<file path="config.mk">
export PLATFORM = sky130hd
export DESIGN_NAME = latch_status_ctrl
export DESIGN_NICKNAME = d
export VERILOG_FILES = /design/src/rtl/latch_status_pkg.sv /design/src/rtl/latch_status_ctrl_lsb_prio_enc.sv /design/src/rtl/latch_status_ctrl.sv
export SDC_FILE = /design/constraint.sdc
export NUM_CORES = 1
export LEC_CHECK = 0
export ABC_CLOCK_PERIOD_IN_PS = 2250
export BUFFER_PORTS_ARGS = -buffer_cell sky130_fd_sc_hd__buf_2
export CORE_ASPECT_RATIO = 1.75
export CORE_MARGIN = 2
export CORE_UTILIZATION = 49
export CTS_CLUSTER_SIZE = 8
export DETAILED_ROUTE_END_ITERATION = 16
export PLACE_DENSITY = 0.87
export SYNTH_ARGS = -nofsm -noshare
export SYNTH_HDL_FRONTEND = slang
export SYNTH_SLANG_ARGS = --single-unit
</file>
<file path="constraint.sdc">
create_clock -name clk -period 2.25 [get_ports clk]
set_input_delay 0.225 -clock clk [delete_from_list [all_inputs] [get_ports clk]]
set_output_delay 0.225 -clock clk [all_outputs]
set_load 0.03 [all_outputs]
</file>
<file path="src/rtl/latch_status_pkg.sv">
// Shared types and sizing helpers for the high-latch status controller.
package latch_status_pkg;

  typedef enum logic [1:0] {
    RUN   = 2'd0,
    CLEAR = 2'd1,
    ACK   = 2'd2
  } state_t;

  localparam int unsigned CNT_W_DEF = 16;
  localparam logic [CNT_W_DEF-1:0] CNT_MAX_DEF = '1;

  function automatic int unsigned idx_w(input int unsigned w);
    return (w < 2) ? 1 : $clog2(w);
  endfunction

endpackage

</file>
<file path="src/rtl/latch_status_ctrl_lsb_prio_enc.sv">
// Lowest-set-bit priority encoder with any/multi flags.
module lsb_prio_enc
  import latch_status_pkg::*;
#(
  parameter  int unsigned WIDTH = 32,
  localparam int unsigned IDX_W = idx_w(WIDTH)
) (
  input  logic [WIDTH-1:0] vec,
  output logic [IDX_W-1:0] idx,
  output logic             any,
  output logic             multi
);

  // Scan from the top so the lowest set index is written last.
  always_comb begin
    idx = '0;
    for (int i = WIDTH - 1; i >= 0; i--) begin
      if (vec[i]) idx = IDX_W'(i);
    end
  end

  assign any   = |vec;
  assign multi = |(vec & (vec - WIDTH'(1)));

endmodule

</file>
<file path="src/rtl/latch_status_ctrl.sv">
// First-event capture, event counting, irq and timed software clear for the high-latch.
module latch_status_ctrl
  import latch_status_pkg::*;
#(
  parameter  int unsigned WIDTH      = 32,
  parameter  int unsigned CLR_CYCLES = 4,
  parameter  int unsigned CNT_W      = CNT_W_DEF,
  localparam int unsigned IDX_W      = idx_w(WIDTH)
) (
  input  logic             clk,
  input  logic             reset,
  input  logic [WIDTH-1:0] latched,
  input  logic [WIDTH-1:0] irq_mask,
  input  logic             clr_req,
  output logic             clr_ack,
  output logic             latch_resetn,
  output logic             irq,
  output logic             first_valid,
  output logic [IDX_W-1:0] first_idx,
  output logic             first_multi,
  output logic [CNT_W-1:0] event_count
);

  localparam int unsigned      CLR_W    = (CLR_CYCLES > 1) ? $clog2(CLR_CYCLES) : 1;
  localparam logic [CLR_W-1:0] CLR_LOAD = CLR_W'(CLR_CYCLES - 1);
  localparam logic [CNT_W-1:0] CNT_MAX  = '1;

  state_t             state;
  logic [CLR_W-1:0]   clr_cnt;
  logic               sw_clr;
  logic [WIDTH-1:0]   prev;
  logic [WIDTH-1:0]   new_bits;
  logic [IDX_W-1:0]   pe_idx;
  logic               pe_any;
  logic               pe_multi;

  assign new_bits = latched & ~prev;

  lsb_prio_enc #(.WIDTH(WIDTH)) u_prio (
    .vec   (new_bits),
    .idx   (pe_idx),
    .any   (pe_any),
    .multi (pe_multi)
  );

  // Outputs are assigned on state transitions so they track the visible state.
  always_ff @(posedge clk) begin
    if (reset) begin
      state        <= CLEAR;
      clr_cnt      <= CLR_LOAD;
      sw_clr       <= 1'b0;
      latch_resetn <= 1'b0;
      clr_ack      <= 1'b0;
      irq          <= 1'b0;
      first_valid  <= 1'b0;
      first_idx    <= '0;
      first_multi  <= 1'b0;
      event_count  <= '0;
      prev         <= '0;
    end else begin
      clr_ack <= 1'b0;
      case (state)
        RUN: begin
          prev <= latched;
          if (pe_any) begin
            if (event_count != CNT_MAX) event_count <= event_count + CNT_W'(1);
            if (!first_valid) begin
              first_valid <= 1'b1;
              first_idx   <= pe_idx;
              first_multi <= pe_multi;
            end
          end
          if (clr_req) begin
            state        <= CLEAR;
            clr_cnt      <= CLR_LOAD;
            sw_clr       <= 1'b1;
            latch_resetn <= 1'b0;
            irq          <= 1'b0;
          end else begin
            latch_resetn <= 1'b1;
            irq          <= |(latched & ~irq_mask);
          end
        end
        CLEAR: begin
          irq <= 1'b0;
          if (clr_cnt == '0) begin
            state        <= ACK;
            latch_resetn <= 1'b1;
            clr_ack      <= sw_clr;
          end else begin
            clr_cnt <= clr_cnt - CLR_W'(1);
          end
        end
        ACK: begin
          state        <= RUN;
          latch_resetn <= 1'b1;
          irq          <= |(latched & ~irq_mask);
          sw_clr       <= 1'b0;
          first_valid  <= 1'b0;
          first_idx    <= '0;
          first_multi  <= 1'b0;
          event_count  <= '0;
          prev         <= '0;
        end
        default: begin
          state        <= CLEAR;
          clr_cnt      <= CLR_LOAD;
          sw_clr       <= 1'b0;
          latch_resetn <= 1'b0;
          irq          <= 1'b0;
        end
      endcase
    end
  end

endmodule

</file>
### Word-level counts from Yosys, hierarchy flattened

Index checks and enable logic that the tools add are counted.

| storage, ports and cells | value |
|---|---|
| register bits | 63 |
| input port bits | 67 |
| output and inout bits | 26 |
| word-level logic and storage cells | 101 |

| operators by class | value |
|---|---|
| add/sub/neg operators | 3 |
| equal/unequal tests | 9 |
| mux-type cells | 57 |
| bitwise gates (word level) | 8 |
| reductions and logical operators | 13 |

Operators with widths:

| kind | number |
|---|---|
| 5-bit two-way mux | 34 |
| 32-bit AND | 3 |
| 32-bit OR reduction | 3 |
| 32-bit inverter | 2 |
| 32-bit one-hot mux with 2 select lines | 1 |
| 16-bit two-way mux | 2 |
| 16-bit one-hot mux with 2 select lines | 1 |
| 32-bit by 1-bit subtractor with 32-bit output (second input constant) | 1 |
| 16-bit by 1-bit adder with 16-bit output (second input constant) | 1 |
| 16-bit inequality test (second input constant) | 1 |
| 2-bit inequality test (second input constant) | 6 |
| 2-bit one-hot mux with 3 select lines | 2 |
| 5-bit one-hot mux with 2 select lines | 1 |
| 3-bit AND reduction | 3 |
| 2-bit two-way mux | 4 |
| 1-bit one-hot mux with 2 select lines | 4 |
| 1-bit two-way mux | 7 |
| 2-bit AND reduction | 3 |
| 2-bit logical NOT | 2 |
| 1-bit inverter | 3 |
| 1-bit one-hot mux with 3 select lines | 1 |
| 3-bit OR reduction | 1 |
| 2-bit by 1-bit == test with 1-bit output (second input constant) | 1 |
| 2-bit == test (second input constant) | 1 |
| 2 further kinds | 2 |

### Longest topological paths before layout

Gate-level depths: netlist of run 1.

| logic depth | value |
|---|---|
| depth in word-level cells | 37 |
| gate-level depth with buffers | 11 |
| gate-level depth less buffers | 9 |

### Hierarchy

From an unflattened synthesis of run 1, not the netlist that was laid out.

| second synthesis, totals | value |
|---|---|
| cell total of the unflattened synthesis | 494 |
| area, all modules | 3796.1 um^2 |

By module, submodules not included:

| module | times used | cells an instance | area each (um^2) | seq. area each (um^2) |
|---|---|---|---|---|
| latch_status_ctrl | 1 | 378 | 3106.7 | 1261.2 |
| lsb_prio_enc | 1 | 116 | 689.4 | 0.0 |

### Worst setup path before layout of run 1

OpenSTA, ideal clock, no wires.

| timing | value |
|---|---|
| path type | register to register |
| start | register prev[28] |
| end | register first_multi |
| library setup time | 0.134 ns |
| data arrival time | 2.158 ns |
| data required time | 2.116 ns |
| path slack | -0.042 ns |
| stages on the path, launching flop included | 8 |
| path buffers | 0 |
| period minus slack after synthesis | 2.292 ns |
| path through | dfxtp_1 -> and2b_1 -> or4_1 -> or4_4 -> o32ai_2 -> o21ai_1 -> nor4_1 -> a311oi_1 |

| between the ends | value |
|---|---|
| cells in the longest elaborated chain, start to end | 8 |
| elaborated cells between the ends (all ways) | 11 |
| classes of those cells | add/sub (1); eq/ne (1); mux (3); bitwise (3); reduce/logical (3) |

Ends and longest elaborated chain:

| element | line | text |
|---|---|---|
| start, declared | latch_status_ctrl.sv:31 | `logic [WIDTH-1:0] prev;` |
| start signal, assigned | latch_status_ctrl.sv:64 | `prev <= latched;` |
| 32-bit inverter * | latch_status_ctrl.sv:37 | `assign new_bits = latched & ~prev;` |
| 32-bit AND * | latch_status_ctrl.sv:37 |  |
| 32-bit by 1-bit subtractor with 32-bit output | latch_status_ctrl_lsb_prio_enc.sv:23 | `assign multi = \|(vec & (vec - WIDTH'(1)));` |
| 32-bit AND | latch_status_ctrl_lsb_prio_enc.sv:23 |  |
| 32-bit OR reduction | latch_status_ctrl_lsb_prio_enc.sv:23 |  |
| 1-bit two-way mux | latch_status_ctrl.sv:67 | `if (!first_valid) begin` |
| 1-bit two-way mux | latch_status_ctrl.sv:65 | `if (pe_any) begin` |
| 1-bit one-hot mux with 2 select lines | latch_status_ctrl.sv:62 | `case (state)` |
| end signal, assigned | latch_status_ctrl.sv:70 | `first_multi <= pe_multi;` |
| end, declared | latch_status_ctrl.sv:20 | `output logic first_multi,` |

Every way passes the cells marked *; elsewhere a longest branch is shown, timed or not. The select of a mux whose other input is x is not followed.
A chain may end at the register's enable or synchronous reset.

### Worst setup path after layout of run 1

Same ends and word-level chain as after synthesis.

==> results.json, run 1 <==
{
  "violations": "negative setup slack",
  "setup_ws_ns": -0.144,
  "path_max_fanout": 2,
  "start_kind": "flip-flop",
  "cp-end-kind": "flip-flop",
  "synth_ff_type": "dfxtp_1",
  "yosysWarningCount": 0,
  "cts_tree": "built",
  "die-width_um": 70.7,
  "place_inst": 730,
  "tightest_slew_ns": 0.676,
  "max-cap-violations": 0,
  "final_cells": 752,
  "vias_per_cell": 5.80,
  "antenna_left": 0,
  "postSynthAreaPerCell_um2": 7.82,
  "core_um2": 7570,
  "clkTransAtPathRegs_ns": 0.05,
  "drtIter0Drc": 251,
  "synth_area_leaders": "dfxtp_1 (33%), mux2i_1 (8.9%), nor2_1 (7.0%), nor2b_1 (4.4%), inv_1 (4.1%)",
  "gr-total-overflow": 0,
  "drive_above_1_share_pct": 32.7,
  "hold_path.class": "primary input to flip-flop",
  "ys_top_cells_by_count": "nor2_1 (71), dfxtp_1 (63), inv_1 (42)",
  "portBuffers": 92,
  "gp_congestion": 0.915,
  "rsz0062_at_grt": "true",
  "io_pins": 93,
  "drtPass1Iterations": 5,
  "insertion_delay_ns": 0.33,
  "synth_cell_types": 56,
  "status": "finished with violations",
  "clock_sinks": 63,
  "setup_tns_ns": -0.164,
  "die_area_um2": 8540,
  "grt_max_degree": 33,
  "areaGrowthSynthToFinish_pct": 40.2,
  "synth_top_area_share_pct": 33.0,
  "synth_most_common_cell": "nor2_1",
  "drt-total-wl_um": 13200,
  "antenna_found_initial": 0,
  "finalNetCount": 734,
  "max_freq_ghz": 0.418,
  "grt.total_usage_pct": 30.0,
  "synth_nets": 561,
  "p_per_area_nw_per_um2": 874,
  "dpl_cell_area_um2": 4890,
  "grt_pass1_vias": 4361,
  "cts_hold_buf": 0,
  "synth-seq-cells": 63,
  "crit_type": "flip-flop to flip-flop",
  "period_needed_ns": 2.39,
  "p_leak_uw": 0.00244,
  "p_total_uw": 4670,
  "fin_crit_sh_pct": 106,
  "htreeDepth": 3,
  "hold_viol": 0,
  "synth_area_leader_cell": "dfxtp_1",
  "setup_violations": 3,
  "dieHeight_um": 121,
  "skew_ns": 0.00670,
  "fin_area_um2": 5350,
  "slew-limit-headroom_pct": 54.5,
  "hpwl_um": 10000,
  "diodes": 0,
  "worstPathRequired_ns": 2.45,
  "synth_cells": 488,
  "cts_buffer_depth": 2,
  "finalMaxSlewViolations": 0,
  "async_flop_share_pct": 0,
  "cts-root-buf": "clkbuf_16",
  "grt_pass1_wl_um": 19900,
  "seq_area_frac_synth_pct": 33.0,
  "whs_ns": 0.157,
  "via_count": 4362,
  "cts_buffers": 9,
  "syn_area_um2": 3820,
  "placementRows": 42,
  "wl_per_cell_um": 17.6,
  "crit_arrival_ns": 2.59,
  "synth_edf_count": 0,
  "worst_ir_drop_vdd_uv": 582,
  "post-route-drc-count": 0,
  "initial_core_util_pct": 50.4
}
-- area by class of cell --
type / instances / area [um2]
inverter: 42 / 158
multi-input combinational: 370 / 2430
sequential: 63 / 1260
timing repair buffer: 175 / 1120
fill: 584 / 2220
tap: 88 / 110
clock buffer: 13 / 260
clock inverter: 1 / 5.00
-- worst paths after layout --
| check | cells after the start | start | to | slack [ns] |
|---|---|---|---|---|
| setup / recovery | 7 | prev[28] | first_multi | -0.14 |
| hold / removal | 3 | latched[29] | prev[29] | 0.16 |
| setup reg to reg | 7 | prev[28] | first_multi | -0.14 |
| hold reg to reg | 1 | sw_clr | clr_ack | 0.48 |
-- placed cells by master (no fill, tap or decap), types with 4 or more instances in the layout --
master / n
and3_1: 6
inv_1: 42
a311oi_1: 5
ha_1: 5
nor4_1: 15
o22ai_1: 17
buf_4: 78
buf_2: 92
nand3_1: 7
a21oi_1: 16
mux2i_1: 34
and2b_1: 4
nor2b_1: 24
nand2_1: 26
nor2_1: 69
o21ai_0: 23
dfxtp_1: 61
xor2_1: 10
nand4_1: 11
nor3_1: 11
clkbuf_16: 10
nand2b_1: 13
-- critical path, stage by stage, from the launching register on --
cell,delay [ns]
dfxtp_2,0.32
and2b_1,0.20
or4_1,0.53
or4_4,0.54
o32ai_2,0.19
o21ai_1,0.10
nor4_1,0.25
a311oi_1,0.12
-- metrics by stage --
stage	util (%)	setup WS, ns
after floorplan	-	-0.0116
after global placement	64.6	-0.132
after detailed placement	64.6	-0.200
after CTS	68.9	-0.145
after global routing	70.7	-0.254
final	70.7	-0.144
-- sequential cells by signal (all words and copies together), names as in the netlist, 2 cells and up --
register / flops
clr_cnt: 2
prev: 32
event_count: 16
first_idx: 5
state: 2
-- metal layers --
metal	routed length, um	global-route usage, %
met1	4330	25.4
met2	7340	57.8
met3	546	5.92
met4	1020	23.6
met5	0	0
-- kinds of logic after synthesis --
kind of cell / Yosys count / synth area share [%]
AOI/OAI and AO/OA: 97 / 16.6
xor gates and xnor gates: 12 / 2.75
adders and majority gates: 7 / 2.23
buffers and inverters: 55 / 6.06
DFF: 63 / 33.0
muxes: 35 / 9.51
and+or+nand+nor: 219 / 29.8
-- report_power, final --
group | internal [uW] | switching [uW] | leakage, uW
clock network | 790 | 467 | 0.000132
logic | 883 | 1090 | 0.00179
registers | 1310 | 136 | 0.000513
-- what timing repair did --
item | CTS | global route
gates cloned | 0 | 2
setup endpoints to repair | 2 | 20
pin swaps | 6 | 7
resized for setup | 8 | 25
setup buffers | 4 | 3
No activity file was read; power rests on OpenSTA's default activity.
==> inputs of run 2 (changes only) <==
ABC_AREA = 1   (was not set)
CORE_UTILIZATION = 50   (was 49)
CTS_BUF_LIST = sky130_fd_sc_hd__clkbuf_4 sky130_fd_sc_hd__clkbuf_8   (was not set)
PLACE_DENSITY = 0.88   (was 0.87)
==> results.json, run 2 <==
{
  "grt_max_degree": 41,
  "hpwl_um": 8960,
  "start_kind": "flip-flop",
  "setup_violations": 3,
  "grt_pass1_wl_um": 18300,
  "fillers": 676,
  "antenna_found_initial": 0,
  "cts_buffer_depth": 2,
  "via_count": 4476,
  "crit_type": "flip-flop to flip-flop",
  "synth_nets": 669,
  "synth-seq-cells": 63,
  "io_pins": 93,
  "top_regs": "prev: 32 flops, event_count: 16 flops, first_idx: 5 flops",
  "violations": "negative setup slack",
  "insertion_delay_ns": 0.35,
  "p_total_uw": 3890,
  "gr-total-overflow": 0,
  "top_register": "prev",
  "final_common_cell": "nand2_1",
  "synth_edf_count": 0,
  "synth_area_leaders": "dfxtp_1 (33%), nand2_1 (13%), a21oi_1 (8.0%), inv_1 (7.4%), nor2_1 (5.6%)",
  "max_freq_ghz": 0.430,
  "cts_buffers": 9,
  "setup_ws_ns": -0.0756,
  "initial_core_util_pct": 51.2,
  "skew_ns": 0.0103,
  "synth_area_leader_cell": "dfxtp_1",
  "syn_area_um2": 3870,
  "wl_per_cell_um": 14.3,
  "fin_area_um2": 4980,
  "p_per_area_nw_per_um2": 780,
  "path_max_fanout": 4,
  "worst_ir_drop_vdd_uv": 414,
  "finalNetCount": 801,
  "worstPathRequired_ns": 2.47,
  "largest_reg_flops": 32,
  "areaGrowthSynthToFinish_pct": 28.6,
  "ys_top_cells_by_count": "nand2_1 (130), inv_1 (76), dfxtp_1 (63)",
  "status": "finished with violations",
  "die_area_um2": 8500,
  "crit_arrival_ns": 2.55,
  "synth_cell_types": 42,
  "dpl_cell_area_um2": 4700,
  "p_leak_uw": 0.00239,
  "antenna_left": 0,
  "dieHeight_um": 120,
  "rsz0062_at_grt": "true",
  "max-cap-violations": 0,
  "yosysWarningCount": 0,
  "cts_hold_buf": 0,
  "placementRows": 42,
  "hold_path.class": "primary input to flip-flop",
  "cp-end-kind": "flip-flop",
  "period_needed_ns": 2.33,
  "synth_top_area_share_pct": 32.5,
  "die-width_um": 70.5,
  "gp_congestion": 0.984,
  "post-route-drc-count": 0,
  "vias_per_cell": 5.46,
  "synth_most_common_cell": "nand2_1",
  "portBuffers": 92,
  "finalMaxSlewViolations": 0,
  "cts-root-buf": "clkbuf_8",
  "drtPass1Iterations": 5,
  "core_um2": 7570,
  "grt_pass1_vias": 4231,
  "final_cell_mix": "nand2_1 (127), buf_2 (92), inv_1 (74), a21oi_1 (62), dfxtp_1 (61)",
  "fin_crit_sh_pct": 103,
  "postSynthAreaPerCell_um2": 6.50,
  "diodes": 0,
  "drtIter0Drc": 233,
  "clock_sinks": 63,
  "synth_cells": 596,
  "htreeDepth": 3,
  "seq_area_frac_synth_pct": 32.5,
  "drt-total-wl_um": 11700,
  "grt.total_usage_pct": 27.4,
  "cts_tree": "built",
  "hold_viol": 0,
  "drive_above_1_share_pct": 30.9,
  "tightest_slew_ns": 0.770,
  "slew-limit-headroom_pct": 48.2,
  "clkTransAtPathRegs_ns": 0.07,
  "synth_ff_type": "dfxtp_1",
  "dpl_worst_slack_ns": -0.200,
  "async_flop_share_pct": 0
}
==> run 2: logic make-up after synthesis <==
| kind of cell | Yosys count | share of synthesized area (%) |
|---|---|---|
| and+or+nand+nor | 289 | 35.4 |
| DFF | 63 | 32.5 |
| AOI/OAI and AO/OA | 123 | 18.3 |
| adders and majority gates | 6 | 1.94 |
| xor gates and xnor gates | 1 | 0.226 |
| buffers and inverters | 114 | 11.5 |
==> run 2: worst paths after layout <==
kind / from / end / slack (ns) / cells past startpoint
hold reg to reg: sw_clr / clr_ack / 0.45 / 2
setup / recovery: prev[7] / first_multi / -0.08 / 18
hold / removal: latched[24] / prev[24] / 0.15 / 3
setup reg to reg: prev[7] / first_multi / -0.08 / 18
==> run 2: area by class of cell <==
class | count | area [um2] | area share, %
inverters | 98 | 370 | 7.43
repair buffers | 137 | 798 | 16.0
well taps | 88 | 110 | 2.21
flip-flops and latches | 63 | 1260 | 25.4
clock buffers | 15 | 188 | 3.77
multi-input cells | 419 | 2250 | 45.2
==> run 2: metal layers <==
layer  vias up  part of all wire [%]  GRT usage [%]
li1       2199                     -              -
met1      2030                    35           25.8
met2       186                    52           49.4
met3        61                   4.9           4.92
met4         0                   8.1           23.9
met5         -                     0              0
==> run 2: through the flow <==
step | cells | hold slack, ns | utilization [%] | setup TNS (ns)
5_1_grt | 820 | 0.153 | 65.9 | -1.19
6_report | 820 | 0.154 | 65.9 | -0.110
3_3_place_gp | 804 | 0.434 | 62.1 | -0.167
4_1_cts | 819 | 0.144 | 64.9 | -0.147
2_1_floorplan | 596 | 0.391 | - | 0
3_5_place_dp | 804 | 0.438 | 62.1 | -0.393
==> run 2: power breakdown <==
part	switching (uW)	internal [uW]	total [uW]
clock network	415	522	937
logic	951	571	1520
registers	120	1310	1430
==> run 2: repair_timing <==
item / CTS / global route
buffers inserted: 0 / 1
pin swaps: 0 / 1
gates resized for setup: 4 / 22
gates cloned: 0 / 0
setup endpoints to repair: 4 / 22
==> run 2: critical path: stages, from the launching register on <==
cell and delay, ns:
dfxtp_1 0.33, or2_4 0.14, nand2_2 0.09, nor2_4 0.12, nand2_4 0.07, nor2_4 0.09, inv_2 0.05, nor2_2 0.08
inv_2 0.05, nor2_4 0.09, inv_2 0.05, nor2_4 0.12, inv_2 0.07, nor4_4 0.13, o22ai_1 0.11, nor3_1 0.17
nand2_1 0.11, o41ai_2 0.23, a21oi_1 0.10
